<file path="config.mk">
export PLATFORM = sky130hd
export DESIGN_NAME = boid_frame_reader
export DESIGN_NICKNAME = d
export VERILOG_FILES = /design/src/rtl/boid_frame_reader.sv
export SDC_FILE = /design/constraint.sdc
export NUM_CORES = 1
export LEC_CHECK = 0
export BUFFER_PORTS_ARGS = -buffer_cell sky130_fd_sc_hd__buf_2
export CAP_MARGIN = 5
export CORE_MARGIN = 1
export CORE_UTILIZATION = 59
export DETAILED_ROUTE_END_ITERATION = 7
export PLACE_DENSITY = 0.82
export RECOVER_POWER = 25
export SLEW_MARGIN = 20
export SYNTH_ARGS = -nofsm -noshare
export SYNTH_HDL_FRONTEND = slang
export SYNTH_SLANG_ARGS = --single-unit
</file>
<file path="constraint.sdc">
create_clock -name clock -period 6.95 [get_ports clock]
set_input_delay 0.695 -clock clock [delete_from_list [all_inputs] [get_ports clock]]
set_output_delay 0.695 -clock clock [all_outputs]
set_load 0.03 [all_outputs]
</file>
<file path="src/rtl/boid_frame_reader.sv">
// 640x480@60 VGA reader for the 1-bit boid framebuffer; pixel reaches RGB/sync 2 pix_en ticks after its counter tick.
// No backpressure: paced only by pix_en (max 1 in 2 clocks); SCARY_CURSOR_EN overlays a cursor square.
module boid_frame_reader #(
  parameter logic [11:0] FG_RGB      = 12'hFFF,
  parameter logic [11:0] BG_RGB      = 12'h000,
  parameter logic [11:0] CURSOR_RGB  = 12'hF00,
  parameter int          CURSOR_SIZE = 4,
  parameter int          ADDR_WIDTH  = 19
) (
  input  logic                  clock,
  input  logic                  resetn,
  input  logic                  pix_en,
  output logic [ADDR_WIDTH-1:0] read_addr,
  input  logic                  read_data,
  input  logic [9:0]            scary_x,
  input  logic [8:0]            scary_y,
  output logic                  hSync,
  output logic                  vSync,
  output logic [3:0]            VGA_R,
  output logic [3:0]            VGA_G,
  output logic [3:0]            VGA_B,
  output logic                  frame_end
);

  logic [9:0] h_cnt, v_cnt;
  logic       active_c, hs_c, vs_c;
  logic [ADDR_WIDTH-1:0] addr_c;
  logic       active0, hs0, vs0;
  logic       active1, hs1, vs1, pix1;
  logic       hit1;

  always_ff @(posedge clock or negedge resetn) begin
    if (!resetn) begin
      h_cnt <= '0;
      v_cnt <= '0;
    end else if (pix_en) begin
      if (h_cnt == 10'd799) begin
        h_cnt <= '0;
        v_cnt <= (v_cnt == 10'd524) ? 10'd0 : v_cnt + 10'd1;
      end else begin
        h_cnt <= h_cnt + 10'd1;
      end
    end
  end

  // Syncs are carried as active-low levels through the pipeline.
  always_comb begin
    active_c = (h_cnt < 10'd640) && (v_cnt < 10'd480);
    hs_c     = !((h_cnt >= 10'd656) && (h_cnt <= 10'd751));
    vs_c     = !((v_cnt >= 10'd490) && (v_cnt <= 10'd491));
    addr_c   = ADDR_WIDTH'(h_cnt) + (ADDR_WIDTH'(v_cnt) << 9) + (ADDR_WIDTH'(v_cnt) << 7);
  end

`ifdef SCARY_CURSOR_EN
  logic [9:0] x0, y0;
  logic [9:0] sx0;
  logic [8:0] sy0;
  logic       hit_c;

  // Unwrapped compares clip the square at the right/bottom edges.
  always_comb begin
    hit_c = ({1'b0, x0} >= {1'b0, sx0}) &&
            ({1'b0, x0} <  ({1'b0, sx0} + 11'(CURSOR_SIZE))) &&
            (y0 >= {1'b0, sy0}) &&
            (y0 <  ({1'b0, sy0} + 10'(CURSOR_SIZE)));
  end

  always_ff @(posedge clock or negedge resetn) begin
    if (!resetn) begin
      x0   <= '0;
      y0   <= '0;
      sx0  <= '0;
      sy0  <= '0;
      hit1 <= 1'b0;
    end else if (pix_en) begin
      x0   <= h_cnt;
      y0   <= v_cnt;
      sx0  <= scary_x;
      sy0  <= scary_y;
      hit1 <= hit_c;
    end
  end
`else
  logic unused_scary;
  assign unused_scary = ^{scary_x, scary_y};
  assign hit1 = 1'b0;
`endif

  always_ff @(posedge clock or negedge resetn) begin
    if (!resetn) begin
      read_addr <= '0;
      active0   <= 1'b0;
      hs0       <= 1'b1;
      vs0       <= 1'b1;
      active1   <= 1'b0;
      hs1       <= 1'b1;
      vs1       <= 1'b1;
      pix1      <= 1'b0;
      hSync     <= 1'b1;
      vSync     <= 1'b1;
      {VGA_R, VGA_G, VGA_B} <= 12'h000;
    end else if (pix_en) begin
      read_addr <= active_c ? addr_c : '0;
      active0   <= active_c;
      hs0       <= hs_c;
      vs0       <= vs_c;
      // RAM answers one clock after read_addr; pix_en spacing guarantees it is settled here.
      pix1      <= read_data;
      active1   <= active0;
      hs1       <= hs0;
      vs1       <= vs0;
      hSync     <= hs1;
      vSync     <= vs1;
      if (!active1)
        {VGA_R, VGA_G, VGA_B} <= 12'h000;
      else if (hit1)
        {VGA_R, VGA_G, VGA_B} <= CURSOR_RGB;
      else
        {VGA_R, VGA_G, VGA_B} <= pix1 ? FG_RGB : BG_RGB;
    end
  end

  always_ff @(posedge clock or negedge resetn) begin
    if (!resetn)
      frame_end <= 1'b0;
    else
      frame_end <= pix_en && (h_cnt == 10'd639) && (v_cnt == 10'd479);
  end

endmodule
</file>
# Word level (Yosys, flattened, before mapping)
# Index checks and enable logic that the tools add are counted.
# totals
ff_bits	61
inputBits	23
output_inout_bits	34
elab_cells	45
# classes
add_sub_neg	4
order_cmp	6
n_eq_ne	4
muxes	7
reduce_logical	8
# op_table
operator	n
10-bit == test, second input constant	3
10-bit by 1-bit adder with 10-bit output, second input constant	2
10-bit 2-to-1 mux	2
10-bit by 19-bit adder with 19-bit output	1
19-bit by 17-bit adder with 19-bit output	1
19-bit 2-to-1 mux	1
12-bit 2-to-1 mux	1
4-bit 2-to-1 mux	3
10-bit by 9-bit == test with 1-bit output, second input constant	1
10-bit greater-or-equal comparator, second input constant	1
10-bit by 9-bit greater-or-equal comparator with 1-bit output, second input constant	1
10-bit <= comparator, second input constant	1
10-bit by 9-bit <= comparator with 1-bit output, second input constant	1
10-bit less-than comparator, second input constant	1
10-bit by 9-bit less-than comparator with 1-bit output, second input constant	1
1-bit logical AND	5
1-bit logical NOT	2
2-bit AND reduction	1

# Longest topological paths before layout
# Gate-level depths: netlist of the first run.
# logic_depth
word_depth	3
ltp_mapped	9
mapped_depth_nobuf	9

# Least setup slack after synthesis of the first run
# No wires, ideal clock.
# synth_timing
path_type	reg2reg
startpoint	register v_cnt[0]
endpoint	register read_addr[15]
setup_ns	0.121
arrival_time_ns	2.172
t_required_ns	6.829
path_slack_ns	4.657
stages_incl_launch_ff	10
n_path_buf	0
synth_period_minus_slack_ns	2.293
cell_sequence	dfrtp_1 > inv_1 > fa_1 > inv_1 > ha_1 > a211oi_1 > o21ai_0 > a31oi_1 > xnor2_1 > a22o_1
# synth_between
elab_chain_cells	3
word_cells_on_any_way	5
classes_between	add/sub: 2; order compare: 1; mux: 1; reduce/logical: 1
# synth_rtl
element	line_no	rtl
start: declaration	25	logic [9:0] h_cnt, v_cnt;
start signal: assignment	39	v_cnt <= (v_cnt == 10'd524) ? 10'd0 : v_cnt + 10'd1;
10-bit by 19-bit adder with 19-bit output / 10-bit by 9-bit less-than comparator with 1-bit output (equally long branches)	51, 48	
19-bit by 17-bit adder with 19-bit output / 1-bit logical AND (equally long branches)	51, 48	
19-bit 2-to-1 mux (*)	103	read_addr <= active_c ? addr_c : '0;
end signal: assignment	103	
end: declaration	13	output logic [ADDR_WIDTH-1:0] read_addr,
# Mark *: on every way between the ends. The rest lies on a longest branch, timed or not.
# A chain may end at the register's enable or synchronous reset.

==> results.yml, run 1 <==
run_status:
  status: "complete, but fails checks"
  violations: "design-rule violations, max-capacitance violations, max-slew violations"
setup_path:
  cp_slowest_cell: "clkbuf_1"
  r2r_cells: 9
  cpPeakStageDelay_ps: 1840
  critPathKind: "in2async"
  start_kind: "primary input"
  cpLargestDelayFamily: "buffers and inverters"
  path_depth: 2
  cp.required_ps: 6820
  timing.critical_path.buf_inv: 2
  critPathLaunch: "resetn"
  timing.rr.end: "read_addr[15]"
  cp_max_fo: 50
  end_kind: "async pin"
  r2r_slack_ps: 4380
  crit_chain: "buf_2 -> clkbuf_1"
  critPathArrivalTime_ps: 2640
  r2r_start: "v_cnt[0]"
  crit_end: "read_addr[0]"
sta:
  tightest_slew_ps: 2615
  setup_violations: 0
  rsz0062_at_grt: "false"
  slew_headroom_pct: -74.34
  whs_ps: 490.3
  fin_crit_sh_pct: 39.98
  period_minus_slack_ps: 2778
  clock_skew_ps: 8.468
  finalMaxSlewViolations: 51
  finalSetupTns_ps: 0
  max_freq_ghz: 0.3599
  hold_violations: 0
drt:
  drt_iter0_markers: 117
  antenna_left: 0
  drc: 4
  drt-wirelength-per-cell_um: 15.31
  dr.pass1.iters: 6
  wirelength_mm: 5.207
  via_per_inst: 5.941
  vias: 2020
floorplan:
  io_pins: 57
  row_count: 24
  fp.dieH_um: 71.19
  die-area_um2: 5067
  start_util_pct: 63.12
  core-area_um2: 4474
  die_x_um: 71.19
synth:
  synth.top_cells.by_count: "dfrtp_1 (44), ha_1 (23), o21ai_0 (19), a22o_1 (16), nand2_1 (16)"
  ys_seq_elements: 50
  synth_fa_ha_area_share_pct: 11.61
  synth_top_area_share_pct: 38.99
  synthTopCellsByArea: "dfrtp_1 (39%), ha_1 (10%), dfstp_2 (5.6%)"
  synth.distinct_cells: 44
  async_reset_ff_share_pct: 100.0
  synth_top_family_by_area: "compound AO/OA/AOI/OAI gates"
  synth_warnings: 0
  synth_edf_count: 0
  yosysSeqAreaShare_pct: 44.57
  netlist_area_um2: 2824
  synth-simple-area-share_pct: 13.16
  syn_inst: 263
  synth_most_common_cell: "dfrtp_1"
  synth_compound_area_share_pct: 15.51
  synth_xor_area_share_pct: 5.583
  postSynthAreaPerCell_um2: 10.74
  ys.flop_type: "dfrtp_1"
  syn-num-nets: 311
  synthMuxAreaShare_pct: 2.393
  yosys.area.top_type: "dfrtp_1"
grt:
  grt.overflow.total: 0
  grt_max_degree: 51
  grt_pass1_wl_mm: 8.887
  grt_pass1_vias: 1838
  antenna_found_initial: 0
  grtUsageTotal_pct: 22.89
final_layout:
  drive_above_1_share_pct: 22.22
  final_nets: 335
  insertedDiodeCount: 0
  area_delta_synth_final_pct: 7.798
placed_design:
  dp_hpwl_mm: 3.776
  numPortBuffers: 37
  finalWeightedCongestion: 0.8574
clock_network:
  post-cts-setup-buffers: 0
  cts_tree: "done"
  ctsHoldBuffers: 0
  post_cts_resized: 0
  root_buffer: "clkbuf_8"
  clock_sinks: 50
  htree_levels: 2
  numCtsBuffers: 5
  clock_path_buffers: 2
  clk_latency_ps: 310
  clk_pin_slew_ps: 100
run:
  maxCapViolations: 1
power_and_ir_drop:
  power.density_nw_per_um2: 227.6
  p_leak_nw: 1.493
  finalPower_mw: 0.6929
  max-vdd-ir-drop_v: 0.0001054
min_path:
  hold_class: "reg2reg"
[cell usage in the layout (no fill, tap or decap), types with 2 or more instances in the layout]
cell type | netlist | final
ha_1 | 23 | 23
nand4_1 | 6 | 6
nor3_1 | 2 | 2
nand3_1 | 8 | 8
or4_1 | 2 | 2
nand4b_1 | 2 | 2
a21o_1 | 3 | 3
dfrtp_1 | 44 | 44
nand2_1 | 16 | 16
xor2_1 | 7 | 7
inv_1 | 13 | 13
nor4_1 | 2 | 2
a22o_1 | 16 | 16
nor2_1 | 13 | 13
o21a_1 | 3 | 3
o31ai_1 | 2 | 2
clkbuf_8 | 0 | 5
a21oi_1 | 6 | 6
o21ai_0 | 19 | 19
xnor2_1 | 11 | 11
and3_1 | 6 | 6
a211oi_1 | 2 | 2
buf_2 | 0 | 37
o2bb2ai_1 | 2 | 2
fa_1 | 2 | 2
mux2_2 | 6 | 6
dfstp_2 | 6 | 6
a31oi_1 | 5 | 5
[worst min path at each step]
stage                     startpoint       end  depth (start not counted)
after floorplan               resetn  VGA_R[2]                          0
after global placement       active0   active0                          1
after detailed placement     active0   active0                          1
after CTS                    active0   active0                          1
after global routing         active0   active0                          1
final                        active0   active0                          1
[flip-flops by register name, indices dropped and copies added, names as in the netlist]
| signal | flops |
|---|---|
| hSync | 1 |
| read_addr | 19 |
| vs0 | 1 |
| frame_end | 1 |
| hs0 | 1 |
| active1 | 1 |
| h_cnt | 10 |
| VGA_R | 1 |
| hs1 | 1 |
| pix1 | 1 |
| active0 | 1 |
| vs1 | 1 |
| v_cnt | 10 |
| vSync | 1 |
[per-stage QoR]
step / area, um2 / util, % / setup WS [ps] / instances
detailed placement: 2932 / 65.52 / 4383 / 332
floorplan: 2824 / - / 4657 / 263
global placement: 2932 / 65.52 / 4403 / 332
global route: 3044 / 68.04 / 3561 / 340
finish: 3044 / 68.04 / 4172 / 340
CTS: 3048 / 68.12 / 4369 / 340
[cell families (layout without fill, tap and decap cells)]
family	count (synthesis)	count (layout)
xor+xnor	18	18
simple gates	66	66
buf+inv	35	60
compound gates	63	63
mux	6	6
fa+ha+maj	25	25
flops	50	50
[where the power goes]
part | total [mW] | internal (mW) | switching [mW] | leakage, nW
Sequential | 0.355 | 0.321 | 0.0341 | 0.630
Clock | 0.209 | 0.109 | 0.100 | 0.0587
Combinational | 0.129 | 0.0426 | 0.0859 | 0.804
[metal layers]
layer | share of wire [%] | track usage (%) | vias to the layer above | wire (um)
met5 | 0 | 0 | - | 0
met4 | 1.4 | 7.111 | 0 | 75
met3 | 5.8 | 4.986 | 10 | 302
met2 | 47 | 36.08 | 71 | 2461
met1 | 45 | 31.74 | 948 | 2367
li1 | - | - | 991 | -
[layout make-up]
type | count | area [um2]
clock buffers | 5 | 68.82
clock inverters | 3 | 47.55
fillers | 323 | 1430
inverters | 14 | 52.55
multi-input cells | 178 | 1363
flip-flops and latches | 50 | 1259
well taps | 52 | 65.06
repair buffers | 38 | 188.9
Note: power is estimated with default switching activity, not from simulation.
==> inputs of run 2 (changes only) <==
- CORE_UTILIZATION: 59 -> 50
- PLACE_DENSITY: 0.82 -> 0.74
- clock period: 6.95 -> 2.4 ns (I/O delays scaled with it)
==> run 2 against run 1 <==
Effect of this change: the run now ends clean; flip-flop and latch count unchanged; worst hold slack got worse by 330 ps; first-iteration DRC count is 3.4% higher; non-clock buffer count increased by 12; utilization is 7.8 points lower; die area rose by 17%; highest routed layer unchanged; wire length up 4.8%; sequential share of layout area shrank 1.7 points; critical path depth increased by 6; largest cell class unchanged; clock power grew to 3.0 times the previous value.
==> results.yml, run 2 (same netlist as run 1, synthesis figures left out) <==
run_status:
  status: "finished, final reports clean"
setup_path:
  timing.rr.end: "read_addr[16]"
  cp_max_fo: 3
  r2r_start: "v_cnt[0]"
  start_kind: "flop"
  r2r_cells: 8
  critPathKind: "reg2reg"
  cp.required_ps: 2600
  crit_end: "read_addr[16]"
  r2r_slack_ps: 90
  critPathArrivalTime_ps: 2520
  critPathLaunch: "v_cnt[0]"
  end_kind: "flop"
clock_network:
  clk_latency_ps: 310
  clock_path_buffers: 2
  clock_sinks: 50
  cts_tree: "done"
  numCtsBuffers: 5
  post-cts-setup-buffers: 0
  htree_levels: 2
  clk_pin_slew_ps: 100
  root_buffer: "clkbuf_8"
drt:
  vias: 2064
  wirelength_mm: 5.458
  via_per_inst: 5.578
  drt_iter0_markers: 121
  dr.pass1.iters: 4
  drc: 0
  antenna_left: 0
  drt-wirelength-per-cell_um: 14.75
run:
  maxCapViolations: 0
final_layout:
  post-route-util_pct: 60.23
  insertedDiodeCount: 0
  largest_reg_flops: 19
  final_common_cell: "dfrtp_1"
  area_delta_synth_final_pct: 12.41
  drive_above_1_share_pct: 25.67
  regMostFlops: "read_addr"
  reg_top3: "read_addr: 19 flops, h_cnt: 10 flops, v_cnt: 10 flops"
  final_nets: 347
  postLayoutCellArea_um2: 3174
  layout_common_cells: "dfrtp_1 (43), buf_2 (36), ha_1 (23)"
sta:
  slew_headroom_pct: 39.94
  hold_violations: 0
  finalSetupTns_ps: 0
  finalMaxSlewViolations: 0
  setup_violations: 0
  clock_skew_ps: 6.735
  max_freq_ghz: 0.4324
  period_minus_slack_ps: 2313
  worst_slack_ps: 87.35
  fin_crit_sh_pct: 96.36
  tightest_slew_ps: 900.9
floorplan:
  die-area_um2: 5952
  start_util_pct: 53.58
  io_pins: 57
  core-area_um2: 5270
  fp.dieH_um: 77.15
  die_x_um: 77.15
  row_count: 26
min_path:
  hold_class: "in2reg"
  worstHoldPathCells: 2
placed_design:
  numPortBuffers: 37
  place_area_um2: 3037
  pre_cts_slack_ps: 0.8420
  dp_hpwl_mm: 4.014
  finalWeightedCongestion: 0.7999
grt:
  grt.met3_usage_pct: 3.929
  grt.overflow.total: 0
  grtUsageTotal_pct: 19.53
  grt_pass1_wl_mm: 9.252
  met2_usage_pct: 30.80
  antenna_found_initial: 0
  busiest_layer: "met2"
  grt_pass1_vias: 1957
  grt.met1_usage_pct: 27.21
  grt_max_degree: 22
power_and_ir_drop:
  power.density_nw_per_um2: 639.6
  max-vdd-ir-drop_v: 0.0003737
  p_leak_nw: 1.553
-- run 2: power by group --
part           total [mW]  internal, mW  switching (mW)  leakage [nW]
clock               0.624         0.316           0.307        0.0587
sequential           1.03         0.929          0.0996         0.627
combinational       0.378         0.127           0.251         0.868
total                2.03          1.37           0.658          1.55
-- run 2: worst min path at each step --
stage	startpoint	to	slack, ps
floorplan	resetn	VGA_R[2]	-60
global placement	resetn	v_cnt[4]	180
detailed placement	resetn	v_cnt[4]	180
CTS	read_data	pix1	160
global route	read_data	pix1	170
finish	read_data	pix1	160
-- run 2: per-stage QoR --
step           hold slack, ps  instances  power [mW]
2_1_floorplan          -55.59        263       1.331
3_3_place_gp            177.6        361       1.408
3_5_place_dp            181.9        361       1.421
4_1_cts                 157.5        370       2.034
5_1_grt                 169.0        370       2.116
6_report                158.6        370       2.030
-- run 2: layout make-up --
cell class | instances | area, um2
Clock buffer | 5 | 68.82
Inverter | 14 | 52.55
Clock inverter | 3 | 47.55
Timing Repair Buffer | 50 | 280.3
Fill cell | 438 | 2096
Tap cell | 70 | 87.58
Multi-Input combinational cell | 178 | 1378
Sequential cell | 50 | 1260
-- run 2: per-layer routing --
metal,share of wire (%),vias to the layer above
met5,0,-
met4,1.1,0
met3,5.5,5
met2,46,58
met1,48,985
li1,-,1016
-- run 2: worst max-delay path, stage by stage, from the launching register on --
cell,delay (ps)
dfrtp_1,380
inv_1,110
fa_1,480
fa_1,490
nor2b_2,160
o31ai_2,100
a31oi_1,200
xor2_1,90
a22o_1,200
-- run 2: timing repair --
action                     CTS  global route
hold endpoints to repair     8             0
cloned                       0             0
hold buffers                 1             0
pin swaps                    0             3
setup endpoints to repair    1             6
gates resized for setup      1             5
